### src/rtl/if_fetch_queue.sv
// Decoupled instruction-fetch front end: fetch PC, in-order imem request/response
// tracking and a DEPTH-entry queue feeding decode, with redirect flush.
module if_fetch_queue #(
    parameter int              XLEN     = 32,
    parameter logic [XLEN-1:0] RESET_PC = '0,
    parameter int              DEPTH    = 4,
    parameter int              IDX_W    = 8,
    localparam int             CW       = $clog2(DEPTH + 1),
    localparam int             PW       = $clog2(DEPTH)
) (
    input  logic             clk,
    input  logic             rst,
    output logic             imem_req_valid,
    input  logic             imem_req_ready,
    output logic [XLEN-1:0]  imem_req_addr,
    input  logic             imem_rsp_valid,
    input  logic [31:0]      imem_rsp_data,
    output logic [XLEN-1:0]  pred_pc,
    input  logic             pred_taken,
    input  logic             pred_hit,
    input  logic [XLEN-1:0]  pred_target,
    input  logic [IDX_W-1:0] pred_idx,
    input  logic             redirect_valid,
    input  logic [XLEN-1:0]  redirect_pc,
    output logic             dq_valid,
    input  logic             dq_ready,
    output logic [XLEN-1:0]  dq_pc,
    output logic [31:0]      dq_instr,
    output logic             dq_pred_taken,
    output logic [XLEN-1:0]  dq_pred_target,
    output logic [IDX_W-1:0] dq_pred_idx,
    output logic [CW-1:0]    fq_count
);

    logic [XLEN-1:0]  pc_r;
    logic [XLEN-1:0]  pc_next;
    logic [XLEN-1:0]  e_pc    [DEPTH];
    logic [31:0]      e_instr [DEPTH];
    logic [XLEN-1:0]  e_tgt   [DEPTH];
    logic [IDX_W-1:0] e_idx   [DEPTH];
    logic [DEPTH-1:0] e_taken;
    logic [DEPTH-1:0] e_filled;

    logic [PW-1:0] head, tail, fill;
    logic [CW-1:0] count, outstanding, drop_cnt;
    logic [CW:0]   inflight;

    logic req_fire, deq_fire, rsp_fill, rsp_drop, rsp_any, pred_jump;

    assign inflight  = {1'b0, drop_cnt} + {1'b0, outstanding};
    assign pred_jump = pred_taken && pred_hit;
    assign pc_next   = pred_jump ? pred_target : pc_r + XLEN'(4);

    // Request slots are bounded by both queue space and responses still owed.
    assign imem_req_valid = rst && !redirect_valid
                         && (count < CW'(DEPTH))
                         && (inflight < (CW + 1)'(DEPTH));
    assign imem_req_addr  = pc_r;
    assign pred_pc        = pc_r;

    assign req_fire = imem_req_valid && imem_req_ready;
    assign rsp_any  = imem_rsp_valid && (inflight != '0);
    assign rsp_drop = imem_rsp_valid && (drop_cnt != '0);
    assign rsp_fill = imem_rsp_valid && (drop_cnt == '0)
                   && (outstanding != '0) && !redirect_valid;

    assign dq_valid = (count != '0) && e_filled[head] && !redirect_valid;
    assign deq_fire = dq_valid && dq_ready;

    assign dq_pc          = e_pc[head];
    assign dq_instr       = e_instr[head];
    assign dq_pred_taken  = e_taken[head];
    assign dq_pred_target = e_tgt[head];
    assign dq_pred_idx    = e_idx[head];
    assign fq_count       = count;

    always_ff @(posedge clk or negedge rst) begin
        if (!rst) begin
            pc_r        <= RESET_PC;
            head        <= '0;
            tail        <= '0;
            fill        <= '0;
            count       <= '0;
            outstanding <= '0;
            drop_cnt    <= '0;
        end else if (redirect_valid) begin
            pc_r        <= redirect_pc;
            head        <= '0;
            tail        <= '0;
            fill        <= '0;
            count       <= '0;
            outstanding <= '0;
            // Everything still owed becomes stale, minus a reply landing now.
            drop_cnt    <= drop_cnt + outstanding - CW'(rsp_any);
        end else begin
            if (req_fire) begin
                pc_r <= pc_next;
                tail <= tail + 1'b1;
            end
            if (deq_fire) head <= head + 1'b1;
            if (rsp_fill) fill <= fill + 1'b1;
            count       <= count + CW'(req_fire) - CW'(deq_fire);
            outstanding <= outstanding + CW'(req_fire) - CW'(rsp_fill);
            drop_cnt    <= drop_cnt - CW'(rsp_drop);
        end
    end

    always_ff @(posedge clk or negedge rst) begin
        if (!rst) begin
            for (int i = 0; i < DEPTH; i++) begin
                e_pc[i]    <= '0;
                e_instr[i] <= '0;
                e_tgt[i]   <= '0;
                e_idx[i]   <= '0;
            end
            e_taken  <= '0;
            e_filled <= '0;
        end else if (redirect_valid) begin
            e_filled <= '0;
        end else begin
            if (req_fire) begin
                e_pc[tail]     <= pc_r;
                e_taken[tail]  <= pred_jump;
                e_tgt[tail]    <= pred_target;
                e_idx[tail]    <= pred_idx;
                e_filled[tail] <= 1'b0;
            end
            if (rsp_fill) begin
                e_instr[fill]  <= imem_rsp_data;
                e_filled[fill] <= 1'b1;
            end
        end
    end

    rsp_without_request: assert property (
        @(posedge clk) disable iff (!rst)
        imem_rsp_valid |-> (drop_cnt != '0 || outstanding != '0));

endmodule

### config.mk
export PLATFORM = sky130hd
export DESIGN_NAME = if_fetch_queue
export DESIGN_NICKNAME = d
export VERILOG_FILES = /design/src/rtl/if_fetch_queue.sv
export SDC_FILE = /design/constraint.sdc
export NUM_CORES = 1
export LEC_CHECK = 0
export ABC_CLOCK_PERIOD_IN_PS = 3250
export CELL_PAD_IN_SITES_DETAIL_PLACEMENT = 1
export CELL_PAD_IN_SITES_GLOBAL_PLACEMENT = 2
export CORE_UTILIZATION = 36
export CTS_CLUSTER_SIZE = 14
export DETAILED_ROUTE_END_ITERATION = 8
export PLACE_DENSITY = 0.82
export SLEW_MARGIN = 5
export SYNTH_ARGS = -nofsm -noshare
export SYNTH_HDL_FRONTEND = slang
export SYNTH_SLANG_ARGS = --single-unit
export TNS_END_PERCENT = 30
### constraint.sdc
create_clock -name clk -period 3.25 [get_ports clk]
set_input_delay 0.65 -clock clk [delete_from_list [all_inputs] [get_ports clk]]
set_output_delay 0.65 -clock clk [all_outputs]
set_load 0.01 [all_outputs]
==> results of run 1 <==
[cell usage in the layout, fill, tap and decap left out, types with 8 or more instances in the layout]
master	count
buf_12	15
nor2_1	41
xor2_1	15
mux4_2	106
o21ai_0	34
clkdlybuf4s50_1	185
a21oi_1	27
inv_1	18
clkinv_2	9
nand2_1	40
buf_4	23
clkbuf_16	55
dlygate4sd2_1	96
a211oi_1	12
ha_1	20
and3_1	10
o22ai_1	8
nand3_1	9
mux2_2	420
dfrtp_1	469
clkbuf_8	14
[kinds of logic after synthesis]
logic type               share of synthesized area, %
flip-flops                                       53.4
buffers and inverters                            4.41
AND/OR/NAND/NOR                                  3.74
multiplexers                                     32.4
adder cells (fa/ha/maj)                          1.55
AO/OA/AOI/OAI                                    3.63
XOR/XNOR                                        0.874
[report_power, final]
group	total, mW	internal (mW)	leakage [nW]	switching [mW]
clock network	6.30	3.79	0.896	2.51
registers	7.50	6.82	6.34	0.680
logic	3.91	2.22	5.48	1.69
[worst paths after layout]
kind	to	depth (start not counted)
setup / recovery	dq_pc[30]	3
hold / removal	e_instr[37]$_DFFE_PN0P_	2
setup reg to reg	fq_count[2]$_DFF_PN0_	14
hold reg to reg	e_idx[14]$_DFFE_PN0P_	1
max in group asynchronous	e_tgt[124]$_DFFE_PN0P_	3
min in group clk	outstanding[2]$_DFF_PN0_	3
[state kept, by name, summed over array words and instances, names as in the netlist]
register	flops
drop_cnt	3
e_filled	4
e_idx	32
e_instr	128
e_pc	128
e_taken	4
e_tgt	128
fill	2
fq_count	3
head	2
imem_req_addr	32
outstanding	3
tail	2
[routing by layer]
metal / track usage, % / wire, um / vias up
met2: 32.5 / 29600 / 396
met4: 5.93 / 1670 / 24
met1: 26.1 / 25800 / 7211
met3: 6.07 / 4840 / 106
li1: - / - / 5926
met5: 0 / 162 / -
[timing repair]
item	CTS	global route
cloned	0	2
pin swaps	0	2
setup endpoints to repair	104	11
resized for setup	101	5
setup buffers	0	1
[stage by stage]
| step | TNS (ps) | setup slack (ps) | std cells |
|---|---|---|---|
| global route | 0 | 7.32 | 2550 |
| global placement | 0 | 88.7 | 2449 |
| finish | 0 | 122 | 2553 |
| CTS | -218 | -76.3 | 2546 |
| detailed placement | 0 | 78.5 | 2449 |
| floorplan | 0 | 171 | 1491 |
[cell type report]
type	count	share of cell area (%)
sequential	471	43.1
clock inverter	23	1.06
timing repair buffer	328	12.2
clock buffer	74	5.65
tap	782	3.58
inverter	19	0.261
multi-input combinational	852	34.1
antenna	4	0.0366
==> flow_summary.yaml, run 1 <==
sta:
  final_hold_viol_count: 0
  slew_viol_final: 0
  fin_crit_sh_pct: 96.3
  max_freq_mhz: 320
  final.min_clock_period_ps: 3130
  grt_setup_unrepaired: "no"
  setup_viol: 0
  maxSlewHeadroom_pct: 31.7
  holdWs_ps: 153
  skew_ps: 33.9
  worst_slew_pin_slew_ps: 1020
logic_synthesis:
  syn-mean-instance-area_sq_um: 14.8
  synth-edff-count: 0
  yosysTopAreaCell: "dfrtp_1"
  yosysMostFrequentCell: "dfrtp_1"
  synthCells: 1491
  ys_warn_count: 0
  yosysSeqAreaShare_pct: 53.4
  synth_seq_cells: 471
  yosys-top-cells-count: "dfrtp_1 (471), mux2_2 (420), mux4_2 (106)"
  synthArstFlopShare_pct: 100
  synthTopCellsByArea: "dfrtp_1 (53%), mux2_2 (21%), mux4_2 (11%), buf_4 (1.4%), ha_1 (1.2%)"
  synth_area_sq_um: 22100
  synth_top_area_share_pct: 53.4
  synth-main-ff-cell: "dfrtp_1"
  ys_types: 64
  synth_nets: 1628
grt:
  grt_pass1_wl_mm: 95.8
  overflow: 0
  antenna_found_initial: 15
  grt_pass1_vias: 15400
  grt_max_degree: 155
  grt_use_total_pct: 20.1
clock_network:
  cts.clk_slew.worst_paths_ps: 60
  cts_tree: "done"
  clk_latency_ps: 620
  htree_levels: 2
  holdBufCountCts: 0
  cts-root-buf: "clkbuf_16"
  numCtsBuffers: 53
  cts_sinks: 471
  clock_path_buffers: 3
worst_setup_path:
  r2r_slack_ps: 260
  start_kind: "flop"
  worst_setup_path_end_kind: "primary output"
  path_class: "reg2out"
  crit_required_ps: 2600
  startpoint: "head[0]$_DFFE_PN0P_"
  cp_top_family: "buffers and inverters"
  r2r_start: "drop_cnt[0]$_DFF_PN0_"
  slowest_stage: "clkdlybuf4s50_1"
  path_buf_inv: 2
  cpPeakStageDelay_ps: 560
  crit_path_max_fanout: 26
  crit_arrival_ps: 2480
  crit_chain: "buf_16 -> mux4_2 -> clkdlybuf4s50_1"
floorplan:
  dieArea_sq_um: 62300
  chipWidth_um: 250
  ios: 286
  fp.dieH_um: 250
  coreArea_sq_um: 60500
  num_rows: 90
  initial_utilization_pct: 36.5
drt:
  drtAntennaViolNets: 0
  wl_mm: 62.1
  num_vias: 13700
  wire_per_inst_um: 24.3
  drc: 0
  first_iter_violations: 636
  drtPass1Iterations: 4
  via_per_inst: 5.35
outcome:
  status: "finished, final reports clean"
finish:
  multi_input_area_sq_um: 9340
  postLayoutCellArea_sq_um: 27400
  seq_area_sq_um: 11800
  nNetsFinal: 1862
  area_delta_synth_final_pct: 24.1
  drive_gt1_share_pct: 39.0
  fill_cells: 6017
  fin_util_pct: 45.2
pwr:
  p_leak_nw: 12.7
  power.density_nw_per_um2: 647
  vdd_ir_drop_max_uv: 379
  power.total_mw: 17.7
hold_path:
  hold_path_class: "in2async"
placed_design:
  port-buffer-count: 285
  place.gp.congestion: 0.761
  place_area_sq_um: 25600
  dp_hpwl_mm: 39.6
run:
  drv_cap: 0
Power figures use the tool's default switching activity.
==> run 2, diff against run 1 <==
--- a/config.mk
+++ b/config.mk
@@ -12,6 +12,7 @@
 export CTS_CLUSTER_SIZE = 14
 export DETAILED_ROUTE_END_ITERATION = 8
 export PLACE_DENSITY = 0.82
+export SKIP_CTS_REPAIR_TIMING = 1
 export SLEW_MARGIN = 5
 export SYNTH_ARGS = -nofsm -noshare
 export SYNTH_HDL_FRONTEND = slang
==> run 2 against run 1 <==
Compared with the run above: flip-flop and latch count unchanged; sequential power is essentially flat; via count down 0.22%; register-to-register slack got worse by 90 ps; setup slack got worse by 89 ps; non-clock buffer count fell by 3; sequential share of layout area fell by 0.49 points; fmax fell by 2.8%; clock skew decreased by 1.9 ps; routed wire length down 1.3%; largest power group unchanged.
==> flow_summary.yaml, run 2 (synthesis gave the netlist of run 1 again) <==
placed_design:
  dp_hpwl_mm: 39.6
  place.gp.congestion: 0.761
  port-buffer-count: 285
  place_area_sq_um: 25600
worst_setup_path:
  path_class: "reg2out"
  start_kind: "flop"
  cpPeakStageDelay_ps: 600
  crit_arrival_ps: 2570
  slowest_stage: "mux4_2"
  worst_setup_path_end_kind: "primary output"
  crit_required_ps: 2600
  crit_chain: "buf_16 -> mux4_2 -> clkdlybuf4s50_1"
  crit_path_max_fanout: 51
floorplan:
  coreArea_sq_um: 60500
  chipWidth_um: 250
  fp.dieH_um: 250
  dieArea_sq_um: 62300
  num_rows: 90
  ios: 286
  initial_utilization_pct: 36.5
grt:
  overflow: 0
  grt_use_total_pct: 20.1
  grt_pass1_wl_mm: 95.8
  grt_max_degree: 155
  antenna_found_initial: 15
  grt_pass1_vias: 15400
sta:
  final_hold_viol_count: 0
  final.min_clock_period_ps: 3220
  maxSlewHeadroom_pct: 31.6
  holdWs_ps: 154
  worst_slew_pin_slew_ps: 1030
  fin_setup_tns_ps: 0
  setup_viol: 0
  slew_viol_final: 0
  skew_ps: 31.9
  fin_crit_sh_pct: 99.0
  max_freq_mhz: 311
  grt_setup_unrepaired: "yes"
finish:
  final_cell_mix: "dfrtp_1 (469), mux2_2 (420), clkdlybuf4s50_1 (180), mux4_2 (106), dlymetal6s2s_1 (103)"
  nNetsFinal: 1859
  postLayoutCellArea_sq_um: 27700
  reg_top3: "e_instr (128), e_pc (128), e_tgt (128)"
  final_common_cell: "dfrtp_1"
  area_delta_synth_final_pct: 25.5
  fin_util_pct: 45.8
  fill_cells: 5958
  drive_gt1_share_pct: 38.8
clock_network:
  clk_latency_ps: 610
  htree_levels: 2
  cts-root-buf: "clkbuf_16"
  cts.clk_slew.worst_paths_ps: 60
  cts_tree: "done"
  numCtsBuffers: 53
  cts_sinks: 471
  clock_path_buffers: 3
drt:
  wire_per_inst_um: 24.0
  num_vias: 13600
  drtPass1Iterations: 4
  wl_mm: 61.2
  drtAntennaViolNets: 0
  first_iter_violations: 566
  via_per_inst: 5.34
  drc: 0
pwr:
  power.total_mw: 17.9
  p_leak_nw: 13.8
  vdd_ir_drop_max_uv: 381
  power.density_nw_per_um2: 647
hold_path:
  hold_path_class: "in2async"
outcome:
  status: "finished, final reports clean"
run:
  drv_cap: 0
==> run 2: cell count changes in the layout (fill, tap and decap cells not counted), sizes merged <==
cell	delta
dlygate4sd2	-96
dlymetal6s2s	+103
clkdlybuf4s15	-1
buf	-1
diode	+1
dlygate4sd1	-1
clkbuf	-2
clkdlybuf4s50	-5
==> run 2: power by group <==
| part | total [mW] | leakage [nW] | switching, mW | internal (mW) |
|---|---|---|---|---|
| clock network | 6.29 | 0.896 | 2.50 | 3.79 |
| registers | 7.49 | 6.34 | 0.676 | 6.82 |
| logic | 4.11 | 6.55 | 1.69 | 2.42 |
| total | 17.9 | 13.8 | 4.87 | 13.0 |
==> run 2: path summary, 6_finish.rpt <==
path	from	end	slack, ps	cells after the start
worst min register to register	e_pc[29]$_DFFE_PN0P_	e_pc[29]$_DFFE_PN0P_	500	1
max in group asynchronous	rst	e_instr[25]$_DFFE_PN0P_	1450	3
worst min-delay path	rst	e_instr[37]$_DFFE_PN0P_	150	2
worst max-delay path	head[0]$_DFFE_PN0P_	dq_instr[23]	30	3
min in group clk	redirect_valid	outstanding[2]$_DFF_PN0_	450	3
worst max register to register	drop_cnt[0]$_DFF_PN0_	outstanding[2]$_DFF_PN0_	170	14
==> run 2: cell type report <==
| cell class | instances | area (sq um) | area share (%) |
|---|---|---|---|
| flip-flops and latches | 471 | 11800 | 42.6 |
| multi-input cells | 852 | 9330 | 33.7 |
| repair buffers | 325 | 3650 | 13.2 |
| clock buffers | 74 | 1550 | 5.58 |
| well taps | 782 | 978 | 3.54 |
| clock inverters | 23 | 289 | 1.04 |
| inverters | 19 | 71.3 | 0.258 |
| diodes | 5 | 12.5 | 0.0452 |
==> run 2: layer usage <==
| layer | up-vias | track usage [%] | wire length (um) |
|---|---|---|---|
| met2 | 355 | 32.5 | 29000 |
| met5 | - | 0 | 160 |
| met3 | 103 | 6.08 | 4690 |
| li1 | 5926 | - | - |
| met1 | 7225 | 26.1 | 25800 |
| met4 | 24 | 5.80 | 1580 |
==> run 2: per-stage QoR <==
| stage | std cells | setup WS [ps] |
|---|---|---|
| global placement | 2449 | 88.7 |
| global route | 2547 | -89.0 |
| detailed placement | 2449 | 78.5 |
| finish | 2551 | 32.4 |
| CTS | 2546 | -287 |
| floorplan | 1491 | 171 |
==> run 2: worst max-delay path: cells and delay by family, from the launching register on <==
| family | cells | cell delay [ps] |
|---|---|---|
| buf+inv | 2 | 840 |
| mux | 1 | 600 |
| flops | 1 | 480 |
==> run 3, diff against run 2 <==
--- a/config.mk
+++ b/config.mk
@@ -6,6 +6,7 @@
 export NUM_CORES = 1
 export LEC_CHECK = 0
 export ABC_CLOCK_PERIOD_IN_PS = 3250
+export CAP_MARGIN = 30
 export CELL_PAD_IN_SITES_DETAIL_PLACEMENT = 1
 export CELL_PAD_IN_SITES_GLOBAL_PLACEMENT = 2
 export CORE_UTILIZATION = 36
@@ -17,4 +18,4 @@
 export SYNTH_ARGS = -nofsm -noshare
 export SYNTH_HDL_FRONTEND = slang
 export SYNTH_SLANG_ARGS = --single-unit
-export TNS_END_PERCENT = 30
+export TNS_END_PERCENT = 20
==> run 3 against run 2 <==
Compared with the run above: global-route usage did not move; fmax about the same; hold slack got worse by 3.1 ps; final area increased by 0.18%; cell count grew 0.12%; critical endpoint unchanged; largest cell class unchanged; largest power group unchanged.
==> flow_summary.yaml, run 3 (synthesis gave the netlist of run 1 again) <==
worst_setup_path:
  path_buf_inv: 2
  start_kind: "flop"
  crit_arrival_ps: 2570
  r2r_slack_ps: 170
  crit_chain: "buf_16 -> mux4_2 -> clkdlybuf4s50_1"
  slowest_stage: "mux4_2"
  cpPeakStageDelay_ps: 600
  path_class: "reg2out"
  cp_num_cells: 3
  crit_required_ps: 2600
  cp_top_family: "buffers and inverters"
  r2r_cells: 14
  crit_path_max_fanout: 51
  worst_setup_path_end_kind: "primary output"
pwr:
  p_seq_share_pct: 41.9
  power.density_nw_per_um2: 646
  p_comb_share_pct: 23.0
  vdd_ir_drop_max_uv: 381
  p_clk_share_pct: 35.1
  switching_power_mw: 4.87
  internal_power_mw: 13.0
  p_leak_nw: 13.8
  switching_share_pct: 27.2
drt:
  wl_met2_mm: 29.0
  drtAntennaViolNets: 0
  wire_per_inst_um: 23.9
  wl_mm: 61.1
  num_vias: 13600
  met1_length_mm: 25.5
  drc: 0
  dr_wl_met3_mm: 4.85
  highest_layer: "met5"
  first_iter_violations: 630
  drtPass1Iterations: 4
  via_per_inst: 5.34
floorplan:
  chipWidth_um: 250
  initial_utilization_pct: 36.5
  num_rows: 90
  dieArea_sq_um: 62300
  ios: 286
  fp.dieH_um: 250
  coreArea_sq_um: 60500
grt:
  grt_use_total_pct: 20.1
  grt_pass1_vias: 15400
  grt_max_degree: 155
  overflow: 0
  grt_pass1_wl_mm: 95.8
  antenna_found_initial: 15
sta:
  max_freq_mhz: 311
  final.min_clock_period_ps: 3220
  slew_viol_final: 0
  worst_slew_pin_slew_ps: 980
  fin_crit_sh_pct: 99.1
  grt_setup_unrepaired: "yes"
  skew_ps: 33.6
  maxSlewHeadroom_pct: 34.7
  final_hold_viol_count: 0
  setup_viol: 0
  finalWorstSetupSlack_ps: 30.5
clock_network:
  cts_sinks: 471
  cts.clk_slew.worst_paths_ps: 60
  cts_tree: "done"
  htree_levels: 2
  numCtsBuffers: 53
  cts-root-buf: "clkbuf_16"
  clock_path_buffers: 3
  clk_latency_ps: 610
finish:
  instances_no_fill: 2554
  area_delta_synth_final_pct: 25.7
  drive_gt1_share_pct: 38.8
  final_cell_mix: "dfrtp_1 (469), mux2_2 (420), clkdlybuf4s50_1 (180), mux4_2 (106), dlymetal6s2s_1 (103)"
  final_common_cell: "dfrtp_1"
  nNetsFinal: 1861
  reg_top3: "e_instr (128), e_pc (128), e_tgt (128)"
outcome:
  status: "finished, final reports clean"
placed_design:
  place.gp.congestion: 0.761
  dp_hpwl_mm: 39.6
  port-buffer-count: 285
  pre_cts_ws_ps: 78.5
  place_inst: 2449
run:
  drv_cap: 0
hold_path:
  hold_path_class: "in2async"
-- run 3: changes by cell type in the layout (fill, tap and decap cells not counted), sizes merged --
cell	before	now
buf	42	44
diode	5	6
-- run 3: final timing paths --
check | start | to
max | head[0]$_DFFE_PN0P_ | dq_instr[23]
max reg2reg | outstanding[0]$_DFF_PN0_ | outstanding[2]$_DFF_PN0_
min reg2reg | e_pc[29]$_DFFE_PN0P_ | e_pc[29]$_DFFE_PN0P_
max in group asynchronous | rst | e_tgt[124]$_DFFE_PN0P_
min | rst | e_instr[37]$_DFFE_PN0P_
min in group clk | redirect_valid | outstanding[2]$_DFF_PN0_
-- run 3: layout make-up --
class	count	area (sq um)
diodes	6	15.0
clock buffers	74	1550
clock inverters	23	289
fillers	5956	32700
inverters	19	71.3
multi-input cells	852	9330
flip-flops and latches	471	11800
well taps	782	978
repair buffers	327	3700
-- run 3: worst reg2reg max path, stage by stage, from the launching register on --
cell	delay (ps)
dfrtp_1	400
ha_1	250
fa_1	420
o211ai_1	250
o211ai_2	180
nor2_4	120
inv_1	60
buf_4	180
ha_1	300
inv_1	60
ha_1	130
inv_1	50
fa_1	370
xnor2_1	160
nor2_1	50
-- run 3: layer usage --
metal	global-route usage (%)	up-vias
li1	-	5929
met1	26.1	7202
met2	32.5	371
met3	6.08	102
met4	5.80	24
met5	0	-
-- run 3: power by group through the flow --
stage,logic (mW),registers (mW),clock network [mW]
final,4.12,7.49,6.29
after global routing,4.44,7.63,6.68
after CTS,4.34,7.50,6.49
after detailed placement,4.30,7.59,0
after global placement,4.18,7.50,0
after floorplan,2.34,7.29,0
-- run 3: per-stage QoR --
step / hold slack, ps / util (%) / cell area [sq um] / TNS, ps / total power [mW]
final: 151 / 45.8 / 27700 / 0 / 17.9
after global routing: 164 / 45.8 / 27700 / -391 / 18.8
after floorplan: 354 / - / 22100 / 0 / 9.63
after global placement: 481 / 42.3 / 25600 / 0 / 11.7
after detailed placement: 488 / 42.3 / 25600 / 0 / 11.9
after CTS: 131 / 45.3 / 27400 / -7580 / 18.3
